--- src/rtl/al422_write_sched.sv ---
// al422_write_sched
//
// Write-side frame scheduler for the AL422 frame FIFO feeding the LED panel
// scan engine. Bytes arrive from the host receiver over valid/ready; each frame
// starts with a write reset (/WRST low across one WCK rise) and then exactly
// FRAME_BYTES bytes are clocked into the FIFO, two in_clk cycles per byte.
// With LOCK=1 the write reset waits for the read side's frame-start strobe so
// both FIFO pointers are re-based together.
//
// Ports
//   in_clk          clock, rising edge
//   in_nrst         asynchronous active-low reset
//   host_data[7:0]  byte from host receiver
//   host_valid      host_data valid
//   host_sof        host_data is the first byte of a frame
//   host_ready      byte accepted when host_valid & host_ready
//   rd_frame_start  read-side frame-start pulse (one cycle)
//   clr_err         synchronous clear of sync_err
//   al_data[7:0]    AL422 write data
//   al_wck          AL422 WCK
//   al_nwe          AL422 /WE
//   al_nwrst        AL422 /WRST
//   frame_done      one-cycle pulse after the last byte of a frame
//   busy            FSM is not in IDLE
//   sync_err        sticky framing error (dropped byte or mid-frame sof)
//
// State table
//   state  | meaning
//   IDLE   | waiting for a sof byte; non-sof bytes are dropped
//   SYNC   | first byte held, waiting for rd_frame_start (LOCK=1 only)
//   WRST_A | /WRST low, WCK low
//   WRST_B | /WRST low, WCK high (the single write-reset clock)
//   WR_A   | data set up, WCK low
//   WR_B   | WCK high, byte clocked; next byte accepted here
//   WAIT   | host stalled mid-frame, WCK low, data held
//   DONE   | frame_done pulse

module al422_write_sched #(
    parameter int FRAME_BYTES = 2048,
    parameter bit LOCK        = 1'b1
) (
    input  logic       in_clk,
    input  logic       in_nrst,
    input  logic [7:0] host_data,
    input  logic       host_valid,
    input  logic       host_sof,
    output logic       host_ready,
    input  logic       rd_frame_start,
    input  logic       clr_err,
    output logic [7:0] al_data,
    output logic       al_wck,
    output logic       al_nwe,
    output logic       al_nwrst,
    output logic       frame_done,
    output logic       busy,
    output logic       sync_err
);

    localparam int CW = $clog2(FRAME_BYTES + 1);
    localparam logic [CW-1:0] LAST = CW'(FRAME_BYTES - 1);

    typedef enum logic [2:0] {
        S_IDLE, S_SYNC, S_WRST_A, S_WRST_B, S_WR_A, S_WR_B, S_WAIT, S_DONE
    } state_t;

    state_t        state, state_nx;
    logic [CW-1:0] count, count_nx;
    logic [7:0]    hold, hold_nx;
    logic [7:0]    data_nx;
    logic          err_set;
    logic          xfer;

    assign xfer = host_valid & host_ready;

    always_comb begin
        state_nx = state;
        count_nx = count;
        hold_nx  = hold;
        data_nx  = al_data;
        err_set  = 1'b0;
        case (state)
            S_IDLE: begin
                if (xfer) begin
                    if (host_sof) begin
                        hold_nx  = host_data;
                        state_nx = LOCK ? S_SYNC : S_WRST_A;
                    end else begin
                        err_set = 1'b1;
                    end
                end
            end
            S_SYNC:   if (rd_frame_start) state_nx = S_WRST_A;
            S_WRST_A: state_nx = S_WRST_B;
            S_WRST_B: begin
                state_nx = S_WR_A;
                data_nx  = hold;
            end
            S_WR_A:   state_nx = S_WR_B;
            S_WR_B, S_WAIT: begin
                if (state == S_WR_B) begin
                    count_nx = count + 1'b1;
                    state_nx = S_WAIT;
                end
                // host_ready is low in WR_B on the last byte, so xfer cannot fire there
                if (state == S_WR_B && count == LAST) begin
                    state_nx = S_DONE;
                end else if (xfer) begin
                    if (host_sof) begin
                        // Restart: the new write reset discards the partial frame
                        err_set  = 1'b1;
                        hold_nx  = host_data;
                        state_nx = LOCK ? S_SYNC : S_WRST_A;
                    end else begin
                        data_nx  = host_data;
                        state_nx = S_WR_A;
                    end
                end
            end
            S_DONE:   state_nx = S_IDLE;
            default:  state_nx = S_IDLE;
        endcase
        if (state_nx == S_WRST_A && state != S_WRST_A) begin
            count_nx = '0;
        end
    end

    // Outputs are registered from the next state so they line up with it
    always_ff @(posedge in_clk or negedge in_nrst) begin
        if (!in_nrst) begin
            state      <= S_IDLE;
            count      <= '0;
            hold       <= '0;
            al_data    <= '0;
            host_ready <= 1'b0;
            al_wck     <= 1'b0;
            al_nwe     <= 1'b1;
            al_nwrst   <= 1'b1;
            frame_done <= 1'b0;
            busy       <= 1'b0;
            sync_err   <= 1'b0;
        end else begin
            state      <= state_nx;
            count      <= count_nx;
            hold       <= hold_nx;
            al_data    <= data_nx;
            host_ready <= (state_nx == S_IDLE) || (state_nx == S_WAIT) ||
                          (state_nx == S_WR_B && count_nx != LAST);
            al_wck     <= (state_nx == S_WRST_B) || (state_nx == S_WR_B);
            al_nwe     <= !(state_nx inside {S_WRST_A, S_WRST_B, S_WR_A, S_WR_B, S_WAIT});
            al_nwrst   <= !(state_nx inside {S_WRST_A, S_WRST_B});
            frame_done <= (state_nx == S_DONE);
            busy       <= (state_nx != S_IDLE);
            sync_err   <= err_set | (sync_err & ~clr_err);
        end
    end

endmodule

--- config.mk ---
export PLATFORM = sky130hd
export DESIGN_NAME = al422_write_sched
export DESIGN_NICKNAME = d
export VERILOG_FILES = /design/src/rtl/al422_write_sched.sv
export SDC_FILE = /design/constraint.sdc
export NUM_CORES = 1
export LEC_CHECK = 0
export ABC_AREA = 1
export BUFFER_PORTS_ARGS = -buffer_cell sky130_fd_sc_hd__buf_2
export CAP_MARGIN = 0
export CORE_ASPECT_RATIO = 0.8
export CORE_MARGIN = 2
export CORE_UTILIZATION = 50
export DETAILED_ROUTE_END_ITERATION = 6
export PLACE_DENSITY = 0.77
export SLEW_MARGIN = 20
export SYNTH_ARGS = -nofsm -noshare
export SYNTH_HDL_FRONTEND = slang
export SYNTH_SLANG_ARGS = --single-unit
export TNS_END_PERCENT = 5
--- constraint.sdc ---
create_clock -name in_clk -period 3.3 [get_ports in_clk]
set_input_delay 0.165 -clock in_clk [delete_from_list [all_inputs] [get_ports in_clk]]
set_output_delay 0.165 -clock in_clk [all_outputs]
set_load 0.01 [all_outputs]
==> impl_results.md, run 1 <==
- Outcome: finished, final reports clean
- 1st-iter DRT viols: 69
- Met1 WL: 1.95 mm
- Yosys warns: 0
- Post-synthesis cell area: 2060 µm²
- Final ANT Viol Nets: 0
- Lkg Pwr: 1.21 nW
- CP dominant cell by count: nand2_1
- Worst Path Buf+Inv: 3
- Post-CTS Setup Inserts: 0
- Nets: 292
- Sequential cell area: 953 µm²
- Max FO, Critical Path: 9
- Mean Syn Cell Area: 8.47 µm²
- Final instance area: 2340 µm²
- Clock Tree Root: clkbuf_8
- Clk sinks: 38
- Layout cells sized above 1: 0.235
- Crit path cell chain: inv_1 -> nand3_1 -> inv_1 -> nand2_2 -> inv_1 -> a21oi_1 -> nand2_1 -> nor2_1 -> nand2_1 -> nand2_1 -> nand2_1
- Hold worst-path end: sync_err$_DFF_PN0_
- Fin. Hold Viols: 0
- Flop2flop setup slack: 1460 ps
- Row count: 20
- Largest net degree at the start of global routing: 39
- Hold Startpoint: clr_err
- Vias in the first global route: between 1k and 1.5k
- Drt total wl: just under 4 mm
- RR Startpoint: state[2]$_DFF_PN0_
- Area of the multi-input gates: slightly above 900 µm²
- CP delay by family, top: simple AND/OR/NAND/NOR gates
- Worst setup margin: 1460 ps
- Peak Freq: between 0.5 and 0.6 GHz
- Post-CTS sizing: 0
- Drt first pass iters: 5
- Sequential area share after synthesis: 0.463
- Critical path arrival: 2020 ps
- Critical Path Max Stage Delay: 540 ps
- Worst EP required: 3480 ps
- Top Ports: 29
- Area after DPL: around 2200 µm²
- # diodes: 0
- DRC viols: 0
- Most used DFF post-synth: dfrtp_1
- Minimum clock period: 1840 ps
- Worst slack, placed: 1470 ps
- WHS Path Cells: 2
- Initial antenna violation count: 0
- Gate Count Post-Synth: 243
- Top Metal Used: met4
- Die Wd: 75.7 µm
- Wire length per cell: 11.6 µm
- Final Cycle Share: 0.556
- Clock Skew: 7.34 ps
- Worst path slowest cell: dfrtp_1
- RSZ-0062 raised after global routing: false
- Synth Net Count: approximately 260
- GR Util All Layers: 0.195
- CTS buffer count: 5
- Total power: 1.79 mW
- Util after Layout: 0.602
- Distinct cells, synth: 33
- GRT overflow: 0
- Core ar.: 3880 µm²
- Max Cap Viol: 0
- Max-slew headroom: 0.448
- Synth async-reset ratio: 1.00
- # fillers: approximately 360
- CTS tree: yes
- Dpl hpwl: 2.83 mm
- H-tree Lvls: 2
- Starting density of the core: 0.531
- Final Max Slew Viols: 0
- Setup TNS: 0 ps
- FF+latch count, synth: 38
- Setup CP Type: reg -> reg
- Reg2reg end: host_ready$_DFF_PN0_
- Die area: about 4600 µm²
- Maximum buffer depth of the clock tree: 2
- Number of synthesized flops with an enable pin: 0
- Critical path startpoint category: register
- DR vias/cell: 4.92
- CP endpoint kind: register
- Worst R2R Path Depth: 11
- # setup viols final: 0
- Area grow syn2layout: 13.5%
- First-pass GRT wire length: 6.63 mm
- Clk_lat worst skew: 290 ps
- Clk slew on worst S/H paths: 70 ps
- GP Congestion: 0.855
- Worst-Margin Slew: approximately 830 ps
- Met2 Wirelength: 1.60 mm
- Vias: 1632
- IO Port Bufs: 28
- Met3 WL post-DR: 240 µm
- Peak VDD IR: 453 µV
- Die H: between 60 and 70 µm
- Hold/Removal Path Class: in -> reg
- PwrDens: about 770 nW/µm²
==> worst max path at each step <==
stage | slack [ps] | cells past startpoint | to | startpoint
2_1_floorplan | 1600 | 11 | al_nwe$_DFF_PN1_ | count[0]$_DFF_PN0_
3_3_place_gp | 1510 | 7 | al_data[6]$_DFFE_PN0P_ | state[0]$_DFF_PN0_
3_5_place_dp | 1470 | 11 | al_nwe$_DFF_PN1_ | count[0]$_DFF_PN0_
4_1_cts | 1460 | 11 | host_ready$_DFF_PN0_ | state[2]$_DFF_PN0_
5_1_grt | 1210 | 11 | host_ready$_DFF_PN0_ | state[2]$_DFF_PN0_
6_report | 1460 | 11 | host_ready$_DFF_PN0_ | state[2]$_DFF_PN0_
==> cell usage in the layout (no fill, tap or decap), drive strengths merged <==
master and count:
a21oi 3, a31oi 8, buf 28, clkbuf 7, clkinv 1, dfrtp 36, dfstp 2, dlygate4sd3 1
ha 2, inv 37, mux2 8, nand2 68, nand3 19, nand3b 1, nand4 5, nor2 34
nor3 2, o211ai 1, o21a 1, o21ai 10, xnor2 1, xor2 2
==> kinds of logic (layout without fill, tap and decap cells) <==
kind of cell	Yosys count	count (layout)	synth area share
adders and majority gates	2	2	0.0122
AOI/OAI and AO/OA	23	23	0.0802
xor gates and xnor gates	3	3	0.0128
muxes	8	8	0.0438
DFF	38	38	0.463
and+or+nand+nor	129	129	0.303
buffers and inverters	40	74	0.0845
==> cell usage after synthesis (3+ instances only) <==
library cell  instances  area [µm²]
mux2_2                8        90.1
dfrtp_1              36         901
inv_1                35         131
a31oi_1               6        37.5
nand4_1               5        31.3
nor2_1               29         109
nand3_1              16        80.1
nand2_1              63         236
o21ai_0              10        50.1
nand2_2               3        18.8
==> per-layer routing <==
| layer | GRT usage | vias to the layer above |
|---|---|---|
| met3 | 0.0458 | 6 |
| met2 | 0.255 | 41 |
| met4 | 0.0827 | 0 |
| li1 | - | 841 |
| met5 | 0 | - |
| met1 | 0.305 | 744 |
==> per-stage QoR <==
stage	std cells	hold WS (ps)
after global placement	323	315
after detailed placement	323	316
after floorplan	243	-131
final	332	76.5
after CTS	332	67.1
after global routing	332	79.6
==> where the power goes <==
part / total [mW] / switching (mW) / internal [mW]
combinational: 0.723 / 0.441 / 0.281
clock: 0.328 / 0.159 / 0.168
sequential: 0.739 / 0.0963 / 0.643
total: 1.79 / 0.697 / 1.09
==> state kept, by name (all words and copies together), names as in the netlist <==
name,cells
count,12
al_data,8
hold,8
state,3
al_nwe,1
al_nwrst,1
al_wck,1
busy,1
frame_done,1
host_ready,1
sync_err,1
==> area by class of cell <==
class / instances / area share
Clock buffer: 7 / 0.0370
Inverter: 37 / 0.0605
Tap cell: 55 / 0.0295
Clock inverter: 1 / 0.00214
Sequential cell: 38 / 0.408
Multi-Input combinational cell: 165 / 0.399
Timing Repair Buffer: 29 / 0.0643
==> what timing repair did <==
action,in CTS,in global routing
endpoints found under the hold margin,9,0
hold buffers,1,0
endpoints found under the setup margin,0,0
No activity file was read; power rests on OpenSTA's default activity.
==> inputs of run 2 (changes only) <==
--- a/config.mk
+++ b/config.mk
@@ -12,7 +12,7 @@
 export CORE_MARGIN = 2
 export CORE_UTILIZATION = 50
 export DETAILED_ROUTE_END_ITERATION = 6
-export PLACE_DENSITY = 0.77
+export PLACE_DENSITY = 0.8
 export SLEW_MARGIN = 20
 export SYNTH_ARGS = -nofsm -noshare
 export SYNTH_HDL_FRONTEND = slang
==> constraint.sdc (replaced) <==
create_clock -name in_clk -period 1.65 [get_ports in_clk]
set_input_delay 0.0825 -clock in_clk [delete_from_list [all_inputs] [get_ports in_clk]]
set_output_delay 0.0825 -clock in_clk [all_outputs]
set_load 0.01 [all_outputs]
==> run 2 against run 1 <==
  * Wire length increased by 29%
  * Critical path depth increased by 2
  * Final area up 20%
  * Critical path type unchanged
  * Die area unchanged
  * Via count increased by 13%
  * The run now ends with setup timing left
  * Register-to-register slack worse by 1500 ps
==> impl_results.md, run 2 (synthesis gave the netlist of run 1 again) <==
- Peak Freq: 0.577 GHz
- Nets: 325
- Clk slew on worst S/H paths: 70 ps
- Worst Path Buf+Inv: 1
- Fin. Hold Viols: 0
- Largest Register: count
- H-tree Lvls: 2
- Hold Startpoint: host_data[2]
- GR Util All Layers: 0.239
- DR vias/cell: 5.06
- Dpl hpwl: 3.38 mm
- Total internal power: 2.79 mW
- Worst R2R Path Depth: 13
- PwrDens: 1570 nW/µm²
- Max Cap Viol: 0
- Outcome: finished, violations left
- Clock Power Share: 0.222
- Combinational fraction of design power: 0.437
- CP delay by family, top: simple AND/OR/NAND/NOR gates
- Row count: 20
- Crit path cell chain: ha_4 -> nand3_4 -> nor2_8 -> buf_6 -> nand3b_1 -> nand2_1 -> nand2_2 -> nor2_1 -> nand2_1 -> nor2_1 -> nand2_1 -> nand2_1 -> nand2_1
- Largest register FFs: 12
- Flop2flop setup slack: -80 ps
- Clock Skew: just under 7 ps
- GP Congestion: 0.890
- Vias: around 1.8k
- Final ANT Viol Nets: 0
- RR Startpoint: count[1]$_DFF_PN0_
- Commonest non-fill, non-tap cell in the layout: nand2_1
- GRT overflow: 0
- Max-slew headroom: 0.712
- # setup viols final: 18
- Worst EP required: 1840 ps
- Clk_lat worst skew: 300 ps
- Critical path arrival: 1930 ps
- Max FO, Critical Path: 7
- Vias in the first global route: about 1.7k
- Hold worst-path end: hold[2]$_DFFE_PN0P_
- Clk sinks: 38
- WHS Path Cells: 2
- Flop pwr share: 0.341
- Clock Tree Root: clkbuf_8
- First-pass GRT wire length: 7.96 mm
- CP dominant cell by count: nand2_1
- Setup CP Type: reg -> reg
- Initial antenna violation count: 0
- # diodes: 0
- RSZ-0062 raised after global routing: true
- Die area: 4650 µm²
- Die Wd: 75.7 µm
- Core ar.: 3880 µm²
- CTS tree: yes
- Violated checks: setup timing
- Critical Path Max Stage Delay: 400 ps
- CTS buffer count: 5
- Starting density of the core: 0.531
- Area grow syn2layout: 36.2%
- Layout cells sized above 1: 0.355
- Largest regs: count x12, al_data x8, hold x8
- Worst setup margin: -84.5 ps
- Hold/Removal Path Class: in -> reg
- Wire length per cell: 13.6 µm
- Critical path startpoint category: register
- DRC viols: 0
- Worst slack, placed: -141 ps
- Worst path slowest cell: dfrtp_1
- Setup TNS: -651 ps
- Largest net degree at the start of global routing: 21
- Switching Share: 0.364
- Final Max Slew Viols: 0
- Placed cell count: ~350
- Die H: just over 60 µm
- Drt first pass iters: 4
- CP endpoint kind: register
- Maximum buffer depth of the clock tree: 2
- 1st-iter DRT viols: 156
- Top Ports: 29
- Reg2reg end: host_ready$_DFF_PN0_
- # fillers: around 270
- Fin cells: 365
- Lkg Pwr: 1.47 nW
- Final Cycle Share: 1.05
- Psw: 1.60 mW
- Most frequent cells in the layout: nand2_1, dfrtp_1, inv_1, buf_2, buf_4
- Worst-Margin Slew: 432 ps
- Minimum clock period: roughly 1700 ps
- Drt total wl: 4.97 mm
- Peak VDD IR: 874 µV
- IO Port Bufs: 28
## run 2: changes by cell type in the layout (fill, tap and decap cells not counted), moves of 3 or more
cell	before	now
mux2_2	8	0
mux2_4	0	8
nor2_1	29	25
buf_4	0	27
buf_12	0	3
## run 2: worst max-delay path by stage
| stage | startpoint | endpoint | slack, ps | cells after the start |
|---|---|---|---|---|
| final | count[1]$_DFF_PN0_ | host_ready$_DFF_PN0_ | -80 | 13 |
| after global placement | state[0]$_DFF_PN0_ | host_ready$_DFF_PN0_ | -30 | 11 |
| after detailed placement | state[0]$_DFF_PN0_ | host_ready$_DFF_PN0_ | -140 | 11 |
| after global routing | count[1]$_DFF_PN0_ | host_ready$_DFF_PN0_ | -200 | 13 |
| after floorplan | count[0]$_DFF_PN0_ | al_nwe$_DFF_PN1_ | 30 | 11 |
| after CTS | count[1]$_DFF_PN0_ | al_nwe$_DFF_PN1_ | -60 | 11 |
## run 2: cell type report
class | instances | area (µm²) | area share
Inverter | 37 | 141 | 0.0504
Clock buffer | 6 | 82.6 | 0.0295
Tap cell | 55 | 68.8 | 0.0246
Sequential cell | 38 | 955 | 0.341
Clock inverter | 2 | 60.1 | 0.0214
Multi-Input combinational cell | 165 | 1050 | 0.375
Timing Repair Buffer | 62 | 445 | 0.159
## run 2: metrics by stage
| stage | hold slack [ps] | util | instance area (µm²) | power (mW) |
|---|---|---|---|---|
| 2_1_floorplan | -213 | - | 2060 | 2.58 |
| 5_1_grt | 38.0 | 0.723 | 2800 | 4.70 |
| 6_report | 36.2 | 0.723 | 2800 | 4.39 |
| 3_3_place_gp | 45.9 | 0.631 | 2450 | 3.06 |
| 4_1_cts | 33.1 | 0.712 | 2760 | 4.30 |
| 3_5_place_dp | 45.7 | 0.631 | 2450 | 3.14 |
## run 2: repair_timing
| action | in CTS | in global routing |
|---|---|---|
| pin swaps | 13 | 12 |
| setup buffers | 5 | 1 |
| hold endpoints to repair | 19 | 0 |
| gates cloned | 0 | 0 |
| hold buffers | 2 | 0 |
| endpoints found under the setup margin | 6 | 20 |
| resized for setup | 22 | 6 |
## run 2: worst reg2reg max path: stages (launching register included)
cell      delay [ps]
dfrtp_1          400
ha_4             170
nand3_4          100
nor2_8           170
buf_6            120
nand3b_1          80
nand2_1           90
nand2_2           60
nor2_1           130
nand2_1           70
nor2_1            80
nand2_1           50
nand2_1           50
nand2_1           50
## run 2: routing by layer
metal / global-route usage / up-vias / routed length [µm]
li1: - / 908 / -
met1: 0.333 / 864 / 2290
met2: 0.358 / 61 / 2300
met3: 0.0491 / 13 / 243
met4: 0.123 / 0 / 142
met5: 0 / - / 0
## run 2: power by group through the flow
stage	sequential (mW)	combinational, mW	clock, mW
3_5_place_dp	1.48	1.66	0
6_report	1.50	1.92	0.975
2_1_floorplan	1.53	1.04	0
5_1_grt	1.53	2.14	1.03
3_3_place_gp	1.46	1.61	0
4_1_cts	1.49	1.83	0.981
